--- src/rtl/conv_filter_k_if.sv ---
// Streaming bus for conv_filter_k: kernel-column input with weights/bias and
// a valid/ready result output.
interface conv_filter_k_if #(
  parameter int DATA_W = 16,
  parameter int W_W    = 16,
  parameter int K      = 5,
  parameter int OUT_W  = DATA_W + W_W - 4
);
  logic [DATA_W*K-1:0]  d_in;
  logic [W_W*K*K-1:0]   w_in;
  logic [W_W-1:0]       b_in;
  logic                 in_valid;
  logic                 in_ready;
  logic                 win_clr;
  logic [OUT_W-1:0]     d_out;
  logic                 sat;
  logic                 out_valid;
  logic                 out_ready;

  modport master (
    output d_in, w_in, b_in, in_valid, win_clr, out_ready,
    input  in_ready, d_out, sat, out_valid
  );

  modport slave (
    input  d_in, w_in, b_in, in_valid, win_clr, out_ready,
    output in_ready, d_out, sat, out_valid
  );
endinterface

--- src/rtl/conv_filter_k.sv ---
// KxK convolution window filter: K beats of K pixels, 3-stage pipeline with
// rounding shift, bias and saturation. Optional rectification: CONV_FILTER_RELU_EN.
module conv_filter_k #(
  parameter int DATA_W = 16,
  parameter int W_W    = 16,
  parameter int K      = 5,
  parameter int SHIFT  = 8,
  parameter int OUT_W  = DATA_W + W_W - 4
) (
  input  logic            clk,
  input  logic            rst_n,
  conv_filter_k_if.slave  bus
);

  localparam int P_W   = DATA_W + W_W;
  localparam int ACC_W = DATA_W + W_W + 6;
  localparam int R_W   = ACC_W + 1;
  localparam int CNT_W = $clog2(K);

  localparam logic [ACC_W-1:0] RND = ACC_W'((64'd1 << SHIFT) >> 1);
  localparam logic signed [R_W-1:0] MAX_V = {{(R_W-OUT_W+1){1'b0}}, {(OUT_W-1){1'b1}}};
  localparam logic signed [R_W-1:0] MIN_V = ~MAX_V;

  logic                     stall;
  logic                     accept;
  logic [CNT_W-1:0]         beat_cnt_reg;

  logic signed [P_W-1:0]    prod_next [K];
  logic signed [P_W-1:0]    a_prod_reg [K];
  logic                     a_valid_reg;
  logic                     a_last_reg;
  logic signed [W_W-1:0]    a_bias_reg;

  logic signed [ACC_W-1:0]  sum_a;
  logic signed [ACC_W-1:0]  acc_reg;
  logic signed [ACC_W-1:0]  c_acc_reg;
  logic signed [W_W-1:0]    c_bias_reg;
  logic                     c_valid_reg;

  logic signed [ACC_W-1:0]  rnd_next;
  logic signed [R_W-1:0]    r_next;
  logic signed [OUT_W-1:0]  res_next;
  logic                     sat_next;

  logic                     out_valid_reg;
  logic signed [OUT_W-1:0]  d_out_reg;
  logic                     sat_reg;

  assign stall         = out_valid_reg && !bus.out_ready;
  assign bus.in_ready  = !stall;
  assign accept        = bus.in_valid && !stall && !bus.win_clr;
  assign bus.out_valid = out_valid_reg;
  assign bus.d_out     = d_out_reg;
  assign bus.sat       = sat_reg;

  // One multiplier per row; the weight column is picked by the current beat.
  for (genvar gi = 0; gi < K; gi++) begin : g_row
    logic signed [DATA_W-1:0] pix;
    logic signed [W_W-1:0]    wgt;

    assign pix = bus.d_in[(K-gi)*DATA_W-1 -: DATA_W];

    always_comb begin
      wgt = '0;
      for (int j = 0; j < K; j++) begin
        if (beat_cnt_reg == CNT_W'(j)) begin
          wgt = bus.w_in[(K*K-1-(gi*K+j))*W_W +: W_W];
        end
      end
    end

    assign prod_next[gi] = $signed({{W_W{pix[DATA_W-1]}}, pix})
                         * $signed({{DATA_W{wgt[W_W-1]}}, wgt});
  end

  always_ff @(posedge clk or negedge rst_n) begin
    if (!rst_n) begin
      beat_cnt_reg <= '0;
    end else if (bus.win_clr) begin
      beat_cnt_reg <= '0;
    end else if (accept) begin
      beat_cnt_reg <= (beat_cnt_reg == CNT_W'(K-1)) ? '0 : beat_cnt_reg + 1'b1;
    end
  end

  // Stage A: registered products and the last-beat tag.
  always_ff @(posedge clk or negedge rst_n) begin
    if (!rst_n) begin
      a_valid_reg <= 1'b0;
      a_last_reg  <= 1'b0;
      a_bias_reg  <= '0;
      for (int i = 0; i < K; i++) begin
        a_prod_reg[i] <= '0;
      end
    end else if (bus.win_clr) begin
      a_valid_reg <= 1'b0;
    end else if (!stall) begin
      a_valid_reg <= accept;
      a_last_reg  <= (beat_cnt_reg == CNT_W'(K-1));
      a_bias_reg  <= bus.b_in;
      a_prod_reg  <= prod_next;
    end
  end

  always_comb begin
    sum_a = '0;
    for (int i = 0; i < K; i++) begin
      sum_a = sum_a + ACC_W'(a_prod_reg[i]);
    end
  end

  // Stage B: accumulate; the closing beat hands the total to stage C.
  always_ff @(posedge clk or negedge rst_n) begin
    if (!rst_n) begin
      acc_reg     <= '0;
      c_acc_reg   <= '0;
      c_bias_reg  <= '0;
      c_valid_reg <= 1'b0;
    end else begin
      if (bus.win_clr) begin
        acc_reg <= '0;
      end else if (!stall && a_valid_reg) begin
        acc_reg <= a_last_reg ? '0 : acc_reg + sum_a;
      end

      if (!stall) begin
        c_valid_reg <= a_valid_reg && a_last_reg && !bus.win_clr;
        if (a_valid_reg && a_last_reg) begin
          c_acc_reg  <= acc_reg + sum_a;
          c_bias_reg <= a_bias_reg;
        end
      end
    end
  end

  // Stage C: round half up, add bias, clip to the output range.
  always_comb begin
    rnd_next = (c_acc_reg + $signed(RND)) >>> SHIFT;
    r_next   = R_W'(rnd_next) + R_W'(c_bias_reg);
    sat_next = 1'b0;
    if (r_next > MAX_V) begin
      res_next = MAX_V[OUT_W-1:0];
      sat_next = 1'b1;
    end else if (r_next < MIN_V) begin
      res_next = MIN_V[OUT_W-1:0];
      sat_next = 1'b1;
    end else begin
      res_next = r_next[OUT_W-1:0];
    end
`ifdef CONV_FILTER_RELU_EN
    if (res_next[OUT_W-1]) begin
      res_next = '0;
      sat_next = 1'b0;
    end
`endif
  end

  always_ff @(posedge clk or negedge rst_n) begin
    if (!rst_n) begin
      out_valid_reg <= 1'b0;
      d_out_reg     <= '0;
      sat_reg       <= 1'b0;
    end else if (!stall) begin
      out_valid_reg <= c_valid_reg;
      if (c_valid_reg) begin
        d_out_reg <= res_next;
        sat_reg   <= sat_next;
      end
    end
  end

endmodule

--- src/flat_wrapper.sv ---
// flat-port wrapper written by rule: the top's interface ports become plain ports
module conv_filter_k_flat 
#(
  parameter int DATA_W = 16,
  parameter int W_W    = 16,
  parameter int K      = 5,
  parameter int SHIFT  = 8,
  parameter int OUT_W  = DATA_W + W_W - 4
)
  (clk, rst_n, bus_d_in, bus_w_in, bus_b_in, bus_in_valid, bus_win_clr, bus_out_ready, bus_in_ready, bus_d_out, bus_sat, bus_out_valid);
  conv_filter_k_if #(.DATA_W(DATA_W), .W_W(W_W), .K(K), .OUT_W(OUT_W)) bus_i ();
  input  logic clk;
  input  logic rst_n;
  input wire logic [$bits(bus_i.d_in)-1:0] bus_d_in;
  input wire logic [$bits(bus_i.w_in)-1:0] bus_w_in;
  input wire logic [$bits(bus_i.b_in)-1:0] bus_b_in;
  input wire logic [$bits(bus_i.in_valid)-1:0] bus_in_valid;
  input wire logic [$bits(bus_i.win_clr)-1:0] bus_win_clr;
  input wire logic [$bits(bus_i.out_ready)-1:0] bus_out_ready;
  output wire logic [$bits(bus_i.in_ready)-1:0] bus_in_ready;
  output wire logic [$bits(bus_i.d_out)-1:0] bus_d_out;
  output wire logic [$bits(bus_i.sat)-1:0] bus_sat;
  output wire logic [$bits(bus_i.out_valid)-1:0] bus_out_valid;
  assign bus_i.d_in = bus_d_in;
  assign bus_i.w_in = bus_w_in;
  assign bus_i.b_in = bus_b_in;
  assign bus_i.in_valid = bus_in_valid;
  assign bus_i.win_clr = bus_win_clr;
  assign bus_i.out_ready = bus_out_ready;
  assign bus_in_ready = bus_i.in_ready;
  assign bus_d_out = bus_i.d_out;
  assign bus_sat = bus_i.sat;
  assign bus_out_valid = bus_i.out_valid;
  conv_filter_k #(.DATA_W(DATA_W), .W_W(W_W), .K(K), .SHIFT(SHIFT), .OUT_W(OUT_W)) u_core (.clk(clk), .rst_n(rst_n), .bus(bus_i));
endmodule
--- config.mk ---
export PLATFORM = sky130hd
export DESIGN_NAME = conv_filter_k_flat
export DESIGN_NICKNAME = d
export VERILOG_FILES = /design/src/rtl/conv_filter_k_if.sv /design/src/rtl/conv_filter_k.sv /design/src/flat_wrapper.sv
export SDC_FILE = /design/constraint.sdc
export NUM_CORES = 2
export LEC_CHECK = 0
export CORE_MARGIN = 8
export CORE_UTILIZATION = 40
export CTS_BUF_LIST = sky130_fd_sc_hd__clkbuf_2
export DETAILED_ROUTE_END_ITERATION = 8
export GPL_ROUTABILITY_DRIVEN = 0
export SLEW_MARGIN = 20
export SYNTH_ARGS = -nofsm -noshare
export SYNTH_HDL_FRONTEND = slang
export SYNTH_SLANG_ARGS = --single-unit
--- constraint.sdc ---
create_clock -name clk -period 8.7 [get_ports clk]
set_clock_uncertainty 0.05 [all_clocks]
set_input_delay 1.305 -clock clk [delete_from_list [all_inputs] [get_ports clk]]
set_output_delay 1.305 -clock clk [all_outputs]
set_load 0.01 [all_outputs]
==> impl_metrics.tcl <==
set metrics [dict create \
    grt_usage_pct 22.7 \
    ys_ff_latch 297 \
    die_y_um 436 \
    syn_inst 7883 \
    ys_async_sr_fraction_pct 100 \
    clock_latency_ns 1.08 \
    largest_register_ffs 160 \
    io_pins 532 \
    drc 0 \
    dieWidth_um 436 \
    grt_pass1_wl_um 344000 \
    cp-end-kind "flip-flop" \
    min_path_type "primary input to async pin" \
    cts_made_buffers 81 \
    nFillCells 17000 \
    synth_edf_count 0 \
    dp_hpwl_um 188000 \
    root_buffer "clkbuf_2" \
    critPathMaxFanout 52 \
    cts_tree "built" \
    firstDrtPassIters 5 \
    slew_viol_final 0 \
    coreArea_sq_um 176000 \
    final_area_sq_um 83200 \
    drt_iter0_markers 3387 \
    worstPathArrival_ns 9.21 \
    layout_commonest_cell "inv_1" \
    place_area_sq_um 82100 \
    drive_gt1_share_pct 9.61 \
    drt-total-wl_um 218000 \
    tightest_slew_ns 1.09 \
    ys_types 82 \
    cts.sinks 297 \
    synth_area_sq_um 70500 \
    layout_setup_ws_ns 0.321 \
    timing.critical_path.buf_inv 11 \
    wl_per_cell_um 19.6 \
    syn_to_final_growth_pct 18.0 \
    status "completed" \
    grt_overflow 0 \
    finalCriticalPeriod_ns 8.38 \
    syn_nets 10300 \
    cp-start-kind "flip-flop" \
    hold_viol 0 \
    io_buffers 531 \
    initial_core_util_pct 40.1 \
    layout_common_cells "inv_1, fa_1, nand2_1, ha_1, clkdlybuf4s50_1" \
    ys.flop_type "dfrtp_1" \
    path_class "flip-flop to flip-flop" \
    yosys_warnings 0 \
    fmax_ghz 0.119 \
    vias_per_cell 5.11 \
    detail-route-antenna-nets 0 \
    grt_max_degree 133 \
    critPathTopFamily "adder cells" \
    rows 154 \
    slowest_stage "fa_1" \
    timing.slew.headroom_pct 27.2 \
    utilization_pct 47.4 \
    route.vias.total 56700 \
    ys_seq_area_share_pct 10.5 \
    pre_cts_slack_ns -0.764 \
    fin_hold_ws_ns 0.205 \
    clk_pin_slew_ns 0.11 \
    antenna_found_initial 11 \
    grt_pass1_vias 60800 \
    cap_violations 0 \
    hold_buffers 0 \
    fin_crit_sh_pct 96.3 \
    setup_viol 0 \
    crit_path_frequent_cell "fa_1" \
    fin_nets 11100 \
    worst_r2r_path_depth 33 \
    clock_path_buffers 3 \
    avgSynthCellArea_sq_um 8.95 \
    h-tree-depth 3 \
    cp.depth 33 \
    critical_path.max_stage_delay_ns 0.55 \
    die-area_sq_um 190000 \
    worstPathRequired_ns 9.53 \
]
-- per-layer routing --
metal | vias up | track usage (%) | routed length (um)
li1 | 26300 | - | -
met1 | 28700 | 29.6 | 91000
met2 | 1478 | 39.4 | 107000
met3 | 300 | 2.88 | 11300
met4 | 4 | 7.22 | 8760
met5 | - | 0 | 27
-- cell families (layout without fill, tap and decap cells) --
| family | after synthesis | count (layout) | synth area share [%] |
|---|---|---|---|
| AND/OR/NAND/NOR | 2314 | 2314 | 15.5 |
| adder cells (fa/ha/maj) | 1930 | 1930 | 49.0 |
| buffers and inverters | 1810 | 2680 | 9.65 |
| AO/OA/AOI/OAI | 1176 | 1176 | 10.8 |
| XOR/XNOR | 310 | 310 | 3.87 |
| flip-flops | 297 | 297 | 10.5 |
| multiplexers | 46 | 46 | 0.731 |
| other | 0 | 4 | 0 |
-- cell usage after synthesis, drive strengths merged, types with 23 or more instances --
| library cell | instances | area [sq um] |
|---|---|---|
| o211ai | 24 | 185 |
| xor2 | 108 | 946 |
| o21bai | 35 | 263 |
| nor3 | 103 | 515 |
| xnor2 | 201 | 1760 |
| a211oi | 23 | 178 |
| and3 | 38 | 238 |
| a21oi | 290 | 1450 |
| nand2b | 66 | 413 |
| a221oi | 84 | 736 |
| inv | 1507 | 5660 |
| nand2 | 1142 | 4290 |
| a21o | 126 | 946 |
| nand4 | 24 | 150 |
| fa | 1385 | 27700 |
| nand3 | 58 | 290 |
| o31ai | 23 | 178 |
| a22o | 28 | 245 |
| o311ai | 28 | 263 |
| clkbuf | 286 | 1070 |
| o21a | 36 | 270 |
| nor2 | 221 | 830 |
| mux2 | 44 | 495 |
| a31oi | 25 | 156 |
| o21ai | 352 | 1770 |
| and2 | 218 | 1360 |
| or2 | 90 | 563 |
| nor2b | 299 | 1870 |
| ha | 545 | 6820 |
| dfrtp | 297 | 7430 |
-- worst paths after layout --
| kind | startpoint | to | slack, ns |
|---|---|---|---|
| min reg2reg | u_core.a_bias_reg[11]$_DFFE_PN0P_ | u_core.a_bias_reg[11]$_DFFE_PN0P_ | 0.43 |
| min | rst_n | u_core.a_bias_reg[1]$_DFFE_PN0P_ | 0.21 |
| min in group clk | u_core.a_bias_reg[11]$_DFFE_PN0P_ | u_core.a_bias_reg[11]$_DFFE_PN0P_ | 0.43 |
| max in group asynchronous | rst_n | u_core.a_prod_reg[93]$_DFFE_PN0P_ | 6.82 |
| max | u_core.beat_cnt_reg[0]$_DFFE_PN0P_ | u_core.a_prod_reg[62]$_DFFE_PN0P_ | 0.32 |
| max reg2reg | u_core.beat_cnt_reg[0]$_DFFE_PN0P_ | u_core.a_prod_reg[62]$_DFFE_PN0P_ | 0.32 |
-- stage by stage --
step                TNS (ns)  instances
finish                     0      11100
global route          -0.101      11100
CTS                        0      11100
detailed placement     -4.89      10900
global placement       -3.06      10900
floorplan                  0       7883
-- what timing repair did --
action,in CTS,in global routing
gates cloned,0,2
setup buffers,0,8
setup endpoints to repair,15,33
resized for setup,10,48
pin swaps,1,7
-- worst reg2reg max path: cells and delay by family, from the launching register on --
kind,cells,cell delay (ns)
and+or+nand+nor,4,0.77
adders and majority gates,8,3.58
AOI/OAI and AO/OA,9,1.53
xor gates and xnor gates,1,0.34
DFF,1,0.44
buffers and inverters,11,1.55
-- cell type report --
class                           count  area [sq um]  area share [%]
Sequential cell                   297          7430            8.93
Antenna cell                        4          10.0          0.0120
Tap cell                         2340          2930            3.52
Clock buffer                      107           536           0.643
Timing Repair Buffer             1037          9820            11.8
Inverter                         1507          5660            6.80
Clock inverter                     29           209           0.251
Multi-Input combinational cell   5776         56600            68.1
Power is not shown: default switching activity piles up to over one toggle a cycle in this logic, so the estimate is an artifact.
